`config.mk`:
```
export PLATFORM = sky130hd
export DESIGN_NAME = axi_write_ctrl
export DESIGN_NICKNAME = d
export VERILOG_FILES = /design/src/rtl/axi_write_ctrl.sv
export SDC_FILE = /design/constraint.sdc
export NUM_CORES = 1
export LEC_CHECK = 0
export ABC_CLOCK_PERIOD_IN_PS = 1800
export BUFFER_PORTS_ARGS = -buffer_cell sky130_fd_sc_hd__buf_2
export CAP_MARGIN = 5
export CORE_ASPECT_RATIO = 1.4
export CORE_UTILIZATION = 31
export CTS_BUF_LIST = sky130_fd_sc_hd__clkbuf_2
export CTS_CLUSTER_SIZE = 8
export DETAILED_ROUTE_END_ITERATION = 8
export PLACE_DENSITY = 0.8
export RECOVER_POWER = 50
export SLEW_MARGIN = 20
export SYNTH_ARGS = -nofsm -noshare
export SYNTH_HDL_FRONTEND = slang
export SYNTH_SLANG_ARGS = --single-unit
```
`constraint.sdc`:
```
create_clock -name ACLK -period 1.8 [get_ports ACLK]
set_clock_uncertainty 0.1 [all_clocks]
set_input_delay 0.36 -clock ACLK [delete_from_list [all_inputs] [get_ports ACLK]]
set_output_delay 0.36 -clock ACLK [all_outputs]
set_load 0.05 [all_outputs]
```
`src/rtl/axi_write_ctrl.sv`:
```
// Write-channel controller for a 1-master / 6-slave AXI4-Lite interconnect.
// Decodes AWADDR into a stable demux select and completes unmapped addresses locally with DECERR.
module axi_write_ctrl #(
    parameter int ADDR    = 32,
    parameter int RESP    = 2,
    parameter int SEL_LSB = 12
) (
    input  logic              ACLK,
    input  logic              ARESET,
    input  logic [ADDR-1:0]   M00_AWADDR,
    input  logic              M00_AWVALID,
    output logic              M00_AWREADY,
    input  logic              M00_WVALID,
    output logic              M00_WREADY,
    output logic              M00_BVALID,
    output logic [RESP-1:0]   M00_BRESP,
    input  logic              M00_BREADY,
    output logic [2:0]        sel,
    output logic              AWVALID_G,
    output logic              WVALID_G,
    output logic              BREADY_G,
    input  logic [5:0]        S_AWREADY,
    input  logic [5:0]        S_WREADY,
    input  logic [5:0]        S_BVALID,
    input  logic [6*RESP-1:0] S_BRESP,
    output logic              busy
);

    localparam logic [2:0] ST_IDLE  = 3'd0;
    localparam logic [2:0] ST_ADDR  = 3'd1;
    localparam logic [2:0] ST_DATA  = 3'd2;
    localparam logic [2:0] ST_RESP  = 3'd3;
    localparam logic [2:0] ST_EADDR = 3'd4;
    localparam logic [2:0] ST_EDATA = 3'd5;
    localparam logic [2:0] ST_ERESP = 3'd6;

    localparam logic [RESP-1:0] DECERR = '1;

    logic [2:0]      state, state_nxt;
    logic [2:0]      idx;
    logic            idx_ok;
    logic [RESP-1:0] slv_resp;
    logic            addr_unused;

    assign idx         = M00_AWADDR[SEL_LSB+2:SEL_LSB];
    assign idx_ok      = (idx <= 3'd5);
    assign slv_resp    = S_BRESP[int'(sel)*RESP +: RESP];
    assign addr_unused = ^{M00_AWADDR[ADDR-1:SEL_LSB+3], M00_AWADDR[SEL_LSB-1:0]};
    assign busy        = (state != ST_IDLE);

    // sel only loads on IDLE->ADDR, so the demux path cannot move mid-transaction
    always_ff @(posedge ACLK) begin
        if (ARESET) begin
            state <= ST_IDLE;
            sel   <= 3'd0;
        end else begin
            state <= state_nxt;
            if (state == ST_IDLE && M00_AWVALID && idx_ok)
                sel <= idx;
        end
    end

    always_comb begin
        state_nxt   = state;
        M00_AWREADY = 1'b0;
        M00_WREADY  = 1'b0;
        M00_BVALID  = 1'b0;
        M00_BRESP   = '0;
        AWVALID_G   = 1'b0;
        WVALID_G    = 1'b0;
        BREADY_G    = 1'b0;
        case (state)
            ST_IDLE: begin
                if (M00_AWVALID)
                    state_nxt = idx_ok ? ST_ADDR : ST_EADDR;
            end
            ST_ADDR: begin
                AWVALID_G   = M00_AWVALID;
                M00_AWREADY = S_AWREADY[sel];
                if (M00_AWVALID && S_AWREADY[sel])
                    state_nxt = ST_DATA;
            end
            ST_DATA: begin
                WVALID_G   = M00_WVALID;
                M00_WREADY = S_WREADY[sel];
                if (M00_WVALID && S_WREADY[sel])
                    state_nxt = ST_RESP;
            end
            ST_RESP: begin
                BREADY_G   = M00_BREADY;
                M00_BVALID = S_BVALID[sel];
                // response code is only meaningful alongside BVALID
                if (S_BVALID[sel])
                    M00_BRESP = slv_resp;
                if (S_BVALID[sel] && M00_BREADY)
                    state_nxt = ST_IDLE;
            end
            ST_EADDR: begin
                M00_AWREADY = 1'b1;
                state_nxt   = ST_EDATA;
            end
            ST_EDATA: begin
                M00_WREADY = 1'b1;
                if (M00_WVALID)
                    state_nxt = ST_ERESP;
            end
            ST_ERESP: begin
                M00_BVALID = 1'b1;
                M00_BRESP  = DECERR;
                if (M00_BREADY)
                    state_nxt = ST_IDLE;
            end
            default: state_nxt = ST_IDLE;
        endcase
    end

endmodule

```
* Word level (Yosys, flattened, before mapping)
Cells that the tools add are included.
** Operators by class
- Magnitude comparators :: 2
- Equality and inequality tests :: 12
- Shifts and indexed selects :: 1
- Muxes and demuxes :: 22
- Reductions and logical operators :: 8
** Operators with widths (count)
- 3-bit 2-to-1 mux :: 7
- 3-bit case mux with 7 select lines :: 1
- 2-bit != test (second input constant) :: 6
- 12-bit by 5-bit indexed part select with 2-bit output :: 1
- 1-bit binary-select mux with 3-bit select :: 3
- 3-bit equality test (second input constant) :: 3
- 3-bit by 2-bit equality test with 1-bit output (second input constant) :: 2
- 1-bit 2-to-1 mux :: 6
- 1-bit case mux with 2 select lines :: 3
- 6-bit AND reduction :: 1
- 1-bit logical AND :: 5
- 3-bit by 4-bit < comparator with 1-bit output (second input constant) :: 1
- 2-bit case mux with 2 select lines :: 1
- 3-bit by 1-bit equality test with 1-bit output (second input constant) :: 1
- 3-bit <= comparator (second input constant) :: 1
- 3-bit logical NOT :: 1
- 3-bit nonzero test :: 1
- 2-bit 2-to-1 mux :: 1
** Storage, ports and cells
- Register bits after elaboration :: 6
- Bits of input ports :: 67
- Word-level logic and storage cells :: 47

* Depth between registers and ports, before layout
Gate-level depths: netlist (run 1).
- Depth in word-level cells :: 5
- Mapped depth :: 6

* Least setup slack after synthesis (run 1)
OpenSTA, ideal clock, no wires.
- Path kind :: reg-to-output
- Start :: register sel[0]
- End :: output port M00_BRESP[0]
- Arrival time :: 2162 ps
- Data required time :: 1340 ps
- Setup slack :: -822 ps
- Cell stages (with the launch flop) :: 6
- Path through :: dfxtp_1 > buf_6 > mux4_2 > a22o_1 > a21boi_0 > a21oi_1
** Between the ends
- Cells in the longest elaborated chain, start to end :: 4
- Elaborated cells between the ends (all ways) :: 5
** RTL lines
- from (decl) :: RTL line 18 : output logic [2:0] sel,
- from (signal assigned) :: RTL line 59 : sel <= idx;
- branches (longest 2 deep; another with 12-bit by 5-bit indexed part select with 2-bit output)
- 2-bit 2-to-1 mux (*) :: RTL line 93 : if (S_BVALID[sel])
- 2-bit case mux with 2 select lines (*) :: RTL line 72 : case (state)
- to (decl) :: RTL line 16 : output logic [RESP-1:0] M00_BRESP,
Mark *: on every way between the ends. The select of a mux whose other input is x is not followed.

* Final worst setup path (run 1)
- Start :: register sel[0]
- End :: output port M00_BRESP[1]
Same word-level chain as after synthesis.

==> results of run 1 <==
==> cell families after synthesis <==
family	after synthesis	share of synthesized area, %
AOI/OAI and AO/OA	17	20.5
and+or+nand+nor	31	23.4
DFF	6	17.1
buffers and inverters	9	8.91
muxes	13	30.1
==> registers in the layout, indices dropped and copies added, names as in the netlist <==
name,count
sel,3
state,3
==> final cells by class <==
type                       instances  share of cell area (%)
clock buffer                       4                    1.62
inverter                           5                    1.72
multi-input combinational         61                    50.4
sequential                         6                    10.5
tap                               22                    2.22
timing repair buffer              66                    33.5
==> per-stage QoR <==
step | hold WS (ns) | util, % | total power (W)
2_1_floorplan | 0.323 | - | 0.00107
3_3_place_gp | 0.392 | 52.6 | 0.00134
3_5_place_dp | 0.414 | 52.6 | 0.00138
4_1_cts | 0.268 | 56.4 | 0.00158
5_1_grt | 0.283 | 57.6 | 0.00173
6_report | 0.278 | 57.6 | 0.00164
==> timing repair <==
item / 4_1_cts / 5_1_grt
setup endpoints to repair: 11 / 10
pin swaps: 4 / 4
setup buffers: 1 / 0
resized for setup: 18 / 5
==> worst reg2reg max path, cell delays in order, from the launching register on <==
cell and delay (ns):
dfxtp_4 0.39, buf_4 0.14, mux4_2 0.55, a22oi_2 0.27
buf_4 0.16, o21ai_2 0.05, nand3b_1 0.09, mux2_1 0.32
==> metal layers <==
layer	GRT usage (%)	up-vias	wire (um)	share of wire, %
met5	0	-	0	0
met4	6.25	0	56	2.5
met3	1.84	6	169	7.6
met2	34.1	36	1200	54
met1	19.8	391	803	36
li1	-	423	-	-
==> power by group through the flow <==
stage          Combinational, W  Sequential, W  Clock, W
2_1_floorplan          0.000816       0.000256         0
3_3_place_gp            0.00110       0.000243         0
3_5_place_dp            0.00113       0.000247         0
4_1_cts                 0.00122       0.000248  0.000113
5_1_grt                 0.00135       0.000260  0.000118
6_report                0.00128       0.000253  0.000108
==> placed cells by master (no fill, tap or decap), drive strengths merged, types with 2 or more instances in the layout <==
cell type | netlist | routed
and2b | 2 | 2
mux2 | 6 | 6
mux4 | 5 | 5
nor2 | 12 | 12
o22ai | 2 | 2
a21oi | 3 | 3
inv | 5 | 5
and2 | 2 | 2
clkbuf | 1 | 5
nor3 | 5 | 5
mux2i | 2 | 2
buf | 3 | 65
a21boi | 2 | 2
a22oi | 4 | 4
dfxtp | 6 | 6
nand3b | 3 | 3
nand2 | 2 | 2
==> worst min path at each step <==
stage	start	to	slack [ns]	depth (start not counted)
2_1_floorplan	ARESET	sel[0]	0.32	1
3_3_place_gp	sel[2]	sel[2]	0.39	2
3_5_place_dp	sel[2]	sel[2]	0.41	2
4_1_cts	M00_AWADDR[12]	sel[0]	0.27	3
5_1_grt	M00_AWADDR[12]	sel[0]	0.28	3
6_report	M00_AWADDR[12]	sel[0]	0.28	3
==> results.ini, run 1 <==
[finish]
drive_above_1_share_pct=69.7
final_cell_count_no_fill=164
seqCellArea_um2=130
fin_nets=210
fillCellCount=191
fin_area_mm2=0.00124
synthToLayoutAreaGrowth_pct=76.5
num_antenna_cells=0
multi_input_area_um2=624

[critical_path]
crit_type=flip-flop to output pin
worstSetupStartpointType=flip-flop
crit_chain=mux4_2 > a22o_4 > a21boi_4 > a21oi_4 > buf_6
crit_start=sel[0]
crit_cells=5
timing.rr.end=state[0]
critical-path-top-delay-family=compound AO/OA/AOI/OAI gates
worstPathArrival_ns=1.84
slowest_stage=mux4_2
cp.required_ns=1.34
crit_fanout=6
crit_path_end_kind=output pin
r2r_start=sel[0]
critPathBufInv=1
r2r_cells=7
regToRegSetupSlack_ns=-0.38
cpPeakStageDelay_ns=0.51
critPathCapture=M00_BRESP[1]

[route]
drc=0
wire_per_inst_um=13.6
first_iter_violations=8
firstDrtPassIters=4
vias_per_cell=5.22
wirelength_um=2230
ant_nets=0
dr_total_vias=856

[synth]
synth-edff-count=0
synth.most_common_cell=nor2_1
post-synth-top-area-fraction_pct=17.1
synth_seq_cells=6
ys_async_sr_fraction_pct=0
synthTopCellsByCount=12 x nor2_1, 6 x dfxtp_1, 5 x inv_1, 5 x mux2_2, 5 x nor3_1
ys_types=33
yosysTopAreaCell=dfxtp_1
ys_seq_area_share_pct=17.1
synth_warnings=0
postSynthCellCount=76
syn-num-nets=143
syn_area_um2=702
synth_flop_cell=dfxtp_1
synth_area_per_cell_um2=9.24
synth.area.top_cells=dfxtp_1 17%, mux4_1 11%, mux2_2 8.0%, mux4_2 6.4%, nor2_1 6.4%

[sta]
worstMarginPinSlew_ns=0.588
maxSlewHeadroom_pct=61.0
layout_setup_ws_ns=-0.503
rsz0062_at_grt=yes
finalHoldViolations=0
report.final.slew_viol_count=0
finalCritPeriodShare_pct=128
finalCriticalPeriod_ns=2.30
max_freq_ghz=0.434
setup_viol=9
fin_tns_setup_ns=-3.33

[floorplan]
start_util_pct=32.6
std_cell_rows=20
core_mm2=0.00215
die_y_um=58.3
die_w_um=42.2
die_area_mm2=0.00246
io_pins=79

[pwr]
power_density_mw_per_mm2=1320
netSwitchingPower_w=0.000819
ir_drop_mv=0.565
swShare_pct=50.1
clockPowerShare_pct=6.6
power.leakage_nw=0.581
pwr-share-comb_pct=77.9
p_int_w=0.000817
p_seq_share_pct=15.4

[grt]
gr-usage-all-layers_pct=17.7
grt_pass1_vias=825
grt_first_pass_wirelength_um=3420
grt_start_max_net_pins=13
overflow=0
antenna_found_initial=0

[placement]
numPlacedInstances=159
port_buffers=49
dp_hpwl_um=1830
routabilityCongestion=0.816
post-place-ws_ns=-0.355
post_dp_cell_area_mm2=0.00113

[clocking]
cts.clk_slew.worst_paths_ns=0.07
cts-root-buf=clkbuf_2
cts_tree=yes
h-tree-depth=1
numClockSinks=6
clockBufferDepth=2
clk_latency_ns=0.22
cts_made_buffers=3
cts_hold_buf=0

[worst_hold_path]
hold_class=input port to flip-flop

[status]
failed_checks=setup timing
status=finished, violations left

[job]
maxCapViolations=0

(Power assumes the default switching activity.)
==> inputs of run 2 (changes only) <==
--- a/config.mk
+++ b/config.mk
@@ -6,7 +6,7 @@
 export NUM_CORES = 1
 export LEC_CHECK = 0
 export ABC_CLOCK_PERIOD_IN_PS = 1800
-export BUFFER_PORTS_ARGS = -buffer_cell sky130_fd_sc_hd__buf_2
+export BUFFER_PORTS_ARGS = -buffer_cell sky130_fd_sc_hd__buf_4
 export CAP_MARGIN = 5
 export CORE_ASPECT_RATIO = 1.4
 export CORE_UTILIZATION = 31
==> run 2 against run 1 <==
  * The flow still finishes with violations (setup timing)
  * Routed wire length grew 6.3%
  * Clock-buffer cell count is the same
  * Final cell count grew 3.0%
  * Critical path depth is the same
  * Flip-flop and latch count is the same
  * Critical endpoint unchanged
==> results.ini, run 2 (synthesized netlist as in run 1, its figures left out) <==
[status]
status=finished, violations left
failed_checks=setup timing

[floorplan]
start_util_pct=32.6
core_mm2=0.00215
die_y_um=58.3
std_cell_rows=20
die_w_um=42.2
io_pins=79
die_area_mm2=0.00246

[critical_path]
crit_chain=mux4_2 > a22o_4 > a21boi_4 > a21oi_4 > buf_6
slowest_stage=mux4_2
critical-path-top-delay-family=compound AO/OA/AOI/OAI gates
crit_type=flip-flop to output pin
cpPeakStageDelay_ns=0.52
cp.required_ns=1.34
crit_path_end_kind=output pin
crit_fanout=5
worstPathArrival_ns=1.88
critPathBufInv=1
worstSetupStartpointType=flip-flop

[finish]
synthToLayoutAreaGrowth_pct=101
fillCellCount=169
layout_commonest_cell=buf_4
num_antenna_cells=0
fin_nets=215
drive_above_1_share_pct=74.8
mostFrequentLayoutCells=60 x buf_4, 10 x nor2_1, 10 x buf_6
fin_area_mm2=0.00141
reg_top3=sel x3, state x3
post-route-util_pct=65.5

[sta]
setup_viol=8
finalHoldViolations=0
max_freq_ghz=0.427
maxSlewHeadroom_pct=60.7
finalCriticalPeriod_ns=2.34
worstMarginPinSlew_ns=0.592
layout_setup_ws_ns=-0.544
rsz0062_at_grt=yes
fin_tns_setup_ns=-3.34
finalCritPeriodShare_pct=130
whs_ns=0.246
report.final.slew_viol_count=0

[clocking]
cts_tree=yes
numClockSinks=6
h-tree-depth=1
cts_hold_buf=0
cts.clk_slew.worst_paths_ns=0.07
cts_made_buffers=3
clk_latency_ns=0.22
cts-root-buf=clkbuf_2
clockBufferDepth=2

[route]
first_iter_violations=14
ant_nets=0
drc=0
dr_total_vias=908
wire_per_inst_um=14.0
firstDrtPassIters=4
wirelength_um=2370
vias_per_cell=5.37

[job]
maxCapViolations=0

[grt]
antenna_found_initial=0
grt_first_pass_wirelength_um=3770
grt_pass1_vias=949
gr-usage-all-layers_pct=19.6
grt_start_max_net_pins=10
overflow=0

[pwr]
power.leakage_nw=0.648
power_density_mw_per_mm2=1240
ir_drop_mv=0.659

[placement]
post_dp_cell_area_mm2=0.00125
routabilityCongestion=0.814
port_buffers=49
dp_hpwl_um=1840

[worst_hold_path]
hold_class=input port to flip-flop

## run 2: cell types whose count changed in the layout (fill, tap and decap cells not counted), moves of 2 or more
cell / previous run / this run
buf_2: 41 / 0
buf_4: 17 / 60
inv_1: 4 / 2
buf_6: 7 / 10
inv_2: 0 / 2
mux2_4: 0 / 2
## run 2: what timing repair did
| item | 4_1_cts | 5_1_grt |
|---|---|---|
| pin swaps | 2 | 6 |
| resized for setup | 10 | 16 |
| setup buffers | 2 | 4 |
| setup endpoints to repair | 10 | 10 |
## run 2: final cells by class
type / count / area (um^2) / area share (%)
clock buffer: 4 / 20.0 / 1.42
inverter: 5 / 21.3 / 1.51
multi-input combinational: 61 / 642 / 45.5
sequential: 6 / 133 / 9.41
tap: 22 / 27.5 / 1.95
timing repair buffer: 71 / 567 / 40.2
## run 2: per-stage QoR
step | total power, W | instances | setup slack (ns)
after floorplan | 0.00107 | 76 | -0.376
after detailed placement | 0.00143 | 159 | -0.383
final | 0.00174 | 169 | -0.544
after global placement | 0.00140 | 159 | -0.353
after global routing | 0.00184 | 169 | -0.605
after CTS | 0.00162 | 165 | -0.584
## run 2: path summary, 6_finish.rpt
| kind | slack [ns] | end | cells after the start | from |
|---|---|---|---|---|
| worst max register to register | -0.34 | state[0] | 6 | sel[0] |
| worst max-delay path | -0.54 | M00_BRESP[1] | 5 | sel[0] |
| worst min-delay path | 0.25 | state[2] | 2 | ARESET |
| worst min register to register | 0.41 | sel[2] | 2 | sel[2] |
## run 2: power by group
group	switching [W]	total, W	leakage [nW]	internal [W]
combinational	0.000723	0.00137	0.579	0.000651
sequential	0.0000692	0.000258	0.0522	0.000189
clock	0.0000496	0.000108	0.0166	0.0000589
## run 2: metal layers
metal,track usage [%],part of all wire (%),wire [um]
met1,20.1,37,876
met2,38.7,55,1300
met3,2.45,6.9,164
met4,8.48,1.1,26
met5,0,0,0
